`src/rtl/mult_pkg.sv`:
```
// Shared encodings and widths for the HI/LO multiply issue/writeback controller.
package mult_pkg;

  localparam int DATA_W = 32;
  localparam int PROD_W = 64;

  typedef enum logic [1:0] {
    OP_MULT  = 2'b00,
    OP_MULTU = 2'b01,
    OP_MTHI  = 2'b10,
    OP_MTLO  = 2'b11
  } op_e;

  typedef enum logic [1:0] {
    ST_IDLE = 2'b00,
    ST_BUSY = 2'b01,
    ST_DONE = 2'b10
  } state_e;

endpackage

```
`src/rtl/hilo_unsigned_fix.sv`:
```
// Converts the signed high product half into the unsigned one for MULTU.
// Only exists when MULT_UNSIGNED_EN is defined.
`ifdef MULT_UNSIGNED_EN
module hilo_unsigned_fix
  import mult_pkg::*;
(
  input  logic [DATA_W-1:0] i_prod_hi,
  input  logic [DATA_W-1:0] i_op_a,
  input  logic [DATA_W-1:0] i_op_b,
  input  logic              i_unsigned,
  output logic [DATA_W-1:0] o_hi
);

  logic [DATA_W-1:0] w_add_a;
  logic [DATA_W-1:0] w_add_b;

  // A negative signed operand is short by 2^32; that adds the other operand into HI.
  always_comb begin
    w_add_a = i_op_a[DATA_W-1] ? i_op_b : '0;
    w_add_b = i_op_b[DATA_W-1] ? i_op_a : '0;
    o_hi    = i_unsigned ? (i_prod_hi + w_add_a + w_add_b) : i_prod_hi;
  end

endmodule
`endif

```
`src/rtl/mult_hilo_ctrl.sv`:
```
// Issue/writeback stage for the iterative multiplier: owns HI/LO and the busy interlock.
// Optional exact unsigned MULTU via MULT_UNSIGNED_EN.
module mult_hilo_ctrl
  import mult_pkg::*;
#(
  parameter int OP_W = 2
) (
  input  logic              clk,
  input  logic              resetn,
  input  logic              issue_valid,
  output logic              issue_ready,
  input  logic [OP_W-1:0]   issue_op,
  input  logic [DATA_W-1:0] issue_src1,
  input  logic [DATA_W-1:0] issue_src2,
  output logic              mult_begin,
  output logic [DATA_W-1:0] mult_op1,
  output logic [DATA_W-1:0] mult_op2,
  input  logic [PROD_W-1:0] product,
  input  logic              mult_end,
  output logic [DATA_W-1:0] hi_rdata,
  output logic [DATA_W-1:0] lo_rdata,
  output logic              hilo_busy,
  output logic              done_pulse
);

  state_e            r_state;
  state_e            w_next;
  logic              w_start;
  logic              w_wr_hi;
  logic              w_wr_lo;
  logic              w_capture;
  logic [DATA_W-1:0] r_op_a;
  logic [DATA_W-1:0] r_op_b;
  logic [DATA_W-1:0] r_hi;
  logic [DATA_W-1:0] r_lo;
  logic [DATA_W-1:0] w_hi_result;

`ifdef MULT_UNSIGNED_EN
  logic r_unsigned;

  hilo_unsigned_fix u_fix (
    .i_prod_hi  (product[PROD_W-1:DATA_W]),
    .i_op_a     (r_op_a),
    .i_op_b     (r_op_b),
    .i_unsigned (r_unsigned),
    .o_hi       (w_hi_result)
  );
`else
  assign w_hi_result = product[PROD_W-1:DATA_W];
`endif

  always_ff @(posedge clk or negedge resetn) begin
    if (!resetn) r_state <= ST_IDLE;
    else         r_state <= w_next;
  end

  // mult_end is only honoured in BUSY; a stray completion elsewhere has no effect.
  always_comb begin
    w_next    = r_state;
    w_start   = 1'b0;
    w_wr_hi   = 1'b0;
    w_wr_lo   = 1'b0;
    w_capture = 1'b0;
    case (r_state)
      ST_IDLE: begin
        if (issue_valid) begin
          case (issue_op)
            OP_W'(OP_MTHI): w_wr_hi = 1'b1;
            OP_W'(OP_MTLO): w_wr_lo = 1'b1;
            default: begin
              w_start = 1'b1;
              w_next  = ST_BUSY;
            end
          endcase
        end
      end
      ST_BUSY: begin
        if (mult_end) begin
          w_capture = 1'b1;
          w_next    = ST_DONE;
        end
      end
      ST_DONE: w_next = ST_IDLE;
      default: w_next = ST_IDLE;
    endcase
  end

  always_ff @(posedge clk or negedge resetn) begin
    if (!resetn) begin
      r_op_a <= '0;
      r_op_b <= '0;
      r_hi   <= '0;
      r_lo   <= '0;
`ifdef MULT_UNSIGNED_EN
      r_unsigned <= 1'b0;
`endif
    end else begin
      if (w_start) begin
        r_op_a <= issue_src1;
        r_op_b <= issue_src2;
`ifdef MULT_UNSIGNED_EN
        r_unsigned <= (issue_op == OP_W'(OP_MULTU));
`endif
      end
      if (w_wr_hi) r_hi <= issue_src1;
      if (w_wr_lo) r_lo <= issue_src1;
      if (w_capture) begin
        r_hi <= w_hi_result;
        r_lo <= product[DATA_W-1:0];
      end
    end
  end

  // Everything facing the multiplier comes straight from flops so operands never glitch.
  assign issue_ready = (r_state == ST_IDLE);
  assign hilo_busy   = (r_state != ST_IDLE);
  assign mult_begin  = (r_state == ST_BUSY);
  assign done_pulse  = (r_state == ST_DONE);
  assign mult_op1    = r_op_a;
  assign mult_op2    = r_op_b;
  assign hi_rdata    = r_hi;
  assign lo_rdata    = r_lo;

endmodule

```
`config.mk`:
```
export PLATFORM = sky130hd
export DESIGN_NAME = mult_hilo_ctrl
export DESIGN_NICKNAME = d
export VERILOG_FILES = /design/src/rtl/mult_pkg.sv /design/src/rtl/hilo_unsigned_fix.sv /design/src/rtl/mult_hilo_ctrl.sv
export SDC_FILE = /design/constraint.sdc
export NUM_CORES = 1
export LEC_CHECK = 0
export ABC_CLOCK_PERIOD_IN_PS = 1850
export CORE_ASPECT_RATIO = 0.75
export CORE_UTILIZATION = 41
export DETAILED_ROUTE_END_ITERATION = 10
export HOLD_SLACK_MARGIN = 0.12
export PLACE_DENSITY = 0.84
export SETUP_SLACK_MARGIN = 0.2
export SKIP_CTS_REPAIR_TIMING = 1
export SYNTH_ARGS = -nofsm -noshare
export SYNTH_HDL_FRONTEND = slang
export SYNTH_SLANG_ARGS = --single-unit
```
`constraint.sdc`:
```
create_clock -name clk -period 1.85 [get_ports clk]
set_input_delay 0.185 -clock clk [delete_from_list [all_inputs] [get_ports clk]]
set_output_delay 0.185 -clock clk [all_outputs]
set_load 0.05 [all_outputs]
```
==> reports/results.ini <==
[cts]
cts_buffer_depth=2
path_clk_slew_ns=0.06
htreeDepth=4
tritoncts=yes
cts_buffers=17
clock-root-buffer=clkbuf_16
clock-sinks=130
clock_latency_ns=0.41

[sta]
setup_viol=0
tns_ns=0
rsz0062_at_grt=true
fin_skew_ns=0.005386
min_period_ns=1.829
finalHoldViolations=0
fin_crit_sh=0.9887
fmax_mhz=546.7
worst_pin_slew_ns=0.5896
drv_slew=0
slew_headroom=0.6063

[grt]
grt.total_usage=0.2195
grt_pass1_vias=4455
grt_max_degree=50
overflow=0
grt_first_pass_wirelength_um=24210
antenna_found_initial=0

[finish]
final_area_um2=10510
finalNetCount=799
diodes=0
final_cells=853
final_core_util=0.7617
area_growth_syn_to_layout_pct=80.78
drive_gt1_frac=0.4100

[hold_path]
hold_class=input pin to asynchronous set/reset pin

[drt]
vias=4323
vias_per_cell=5.068
drc=0
drt_iter0_drc=174
wire_per_inst_um=22.69
dr.pass1.iters=4
ant_nets=0
wl_um=19360

[outcome]
status=complete, no violations

[worst_setup_path]
worstSetupStartpoint=r_state[0]
r2r_setup_slack_ns=0.02
end_kind=flip-flop
setup.worst_path.start_class=flip-flop
crit_required_ns=2.15
r2r_end=lo_rdata[15]
r2r-start=r_state[0]
critical_path_class=flip-flop to flip-flop
worstPathArrival_ns=2.13
ff2ff_path_depth=6
crit_fanout=7

[synth]
synth_cell_types=17
seq_area_frac_synth=0.5596
synth_cells=355
synth.ff_latch_count=130
synth_compound_area_frac=0.006457
synthSimpleGateAreaFrac=0.01119
yosysWarnings=0
synth_xor_area_frac=0
synth_area_um2=5813
synth_fa_ha_area_frac=0
synth_top_family_by_area=multiplexers
synth_fp_nets=489
synthMuxAreaShare=0.3907
synth_area_per_cell_um2=16.37

[power]
pwr-share-seq=0.276
fin_total_pwr_mw=15.64
pwr-share-comb=0.510
power.share.clock=0.214
ir_drop_mv=0.8633
switchingPower_mw=6.499
p_sw_frac=0.4155
p_leak_nw=5.684
intPower_mw=9.143
p_per_area_nw_per_um2=1488

[floorplan]
die_x_um=139.5
die_h_um=105.1
placementRows=37
pin_count=266
start_util=0.4214
core_um2=13800
die_area_um2=14660

[placement]
numPortBuffers=265
dpl_cell_area_um2=8758
dp_hpwl_um=11300
post-place-cells=791
gp_congestion=0.7694

[flow_run]
drv_cap=0

==> registers in the layout (all words and copies together) (netlist names) <==
register / count
r_state: 2
mult_op1: 32
mult_op2: 32
lo_rdata: 32
hi_rdata: 32
==> layout make-up <==
type,count,area (um^2)
repair buffers,311,3762
fillers,791,3287
flip-flops and latches,130,3254
multi-input cells,202,2670
clock buffers,23,488.0
well taps,175,219.0
clock inverters,9,103.9
inverters,3,11.26
==> worst max-delay path: stages (launching register included) <==
cell       delay [ns]
dfrtp_1          0.43
nand3b_1         0.27
buf_4            0.19
o21ai_4          0.16
buf_12           0.16
clkbuf_16        0.17
mux2_2           0.33
==> power by group through the flow <==
| stage | Sequential (mW) | Clock, mW | Combinational [mW] |
|---|---|---|---|
| after floorplan | 7.61 | 0 | 1.32 |
| after global placement | 4.28 | 0 | 7.28 |
| after detailed placement | 4.35 | 0 | 7.35 |
| after CTS | 4.32 | 3.39 | 7.38 |
| after global routing | 4.43 | 3.54 | 8.21 |
| final | 4.32 | 3.34 | 7.98 |
==> synth_stat cells, drive strengths merged <==
cell,count,area [um^2]
a21o,1,7.510
buf,20,175.2
dfrtp,130,3253
inv,3,11.26
mux2,192,2271
nand2b,1,6.260
nand3b,2,27.53
nor2,1,3.750
nor2b,2,12.51
nor4b,1,15.01
o21ai,1,8.760
o31ai,1,21.27
==> worst max path at each step <==
stage	slack, ns	to
after floorplan	0.22	hi_rdata[10]
after global placement	-0.04	hi_rdata[10]
after detailed placement	-0.07	mult_op2[4]
after CTS	-0.03	lo_rdata[30]
after global routing	-0.008	lo_rdata[15]
final	0.02	lo_rdata[15]
==> placed cells by master, fill, tap and decap left out, types with 3 or more instances in the layout <==
master           instances
clkbuf_8                 4
buf_8                    3
clkdlybuf4s50_1        132
mux2_4                 101
dlymetal6s2s_1         127
inv_1                    3
buf_12                  16
clkinv_2                 4
mux2_2                  89
dfrtp_1                129
buf_4                   13
buf_6                    7
clkbuf_16               29
==> metal layers <==
layer,up-vias,part of all wire,global-route usage
li1,1903,-,-
met1,2209,0.40,0.2489
met2,187,0.50,0.3758
met3,24,0.081,0.09578
met4,0,0.016,0.06032
met5,-,0,0
==> through the flow <==
step	setup WS, ns	hold slack (ns)
3_3_place_gp	-0.03661	0.1424
4_1_cts	-0.03249	-0.2959
6_report	0.02091	0.2629
2_1_floorplan	0.2178	-0.1106
3_5_place_dp	-0.06724	0.1446
5_1_grt	-0.007768	0.2810
==> cells by family (layout without fill, tap and decap cells) <==
family / count (synthesis) / in the layout
AO/OA/AOI/OAI: 3 / 3
buffers and inverters: 23 / 346
flip-flops: 130 / 130
multiplexers: 192 / 192
AND/OR/NAND/NOR: 7 / 7
Note: power is estimated with default switching activity, not from simulation.
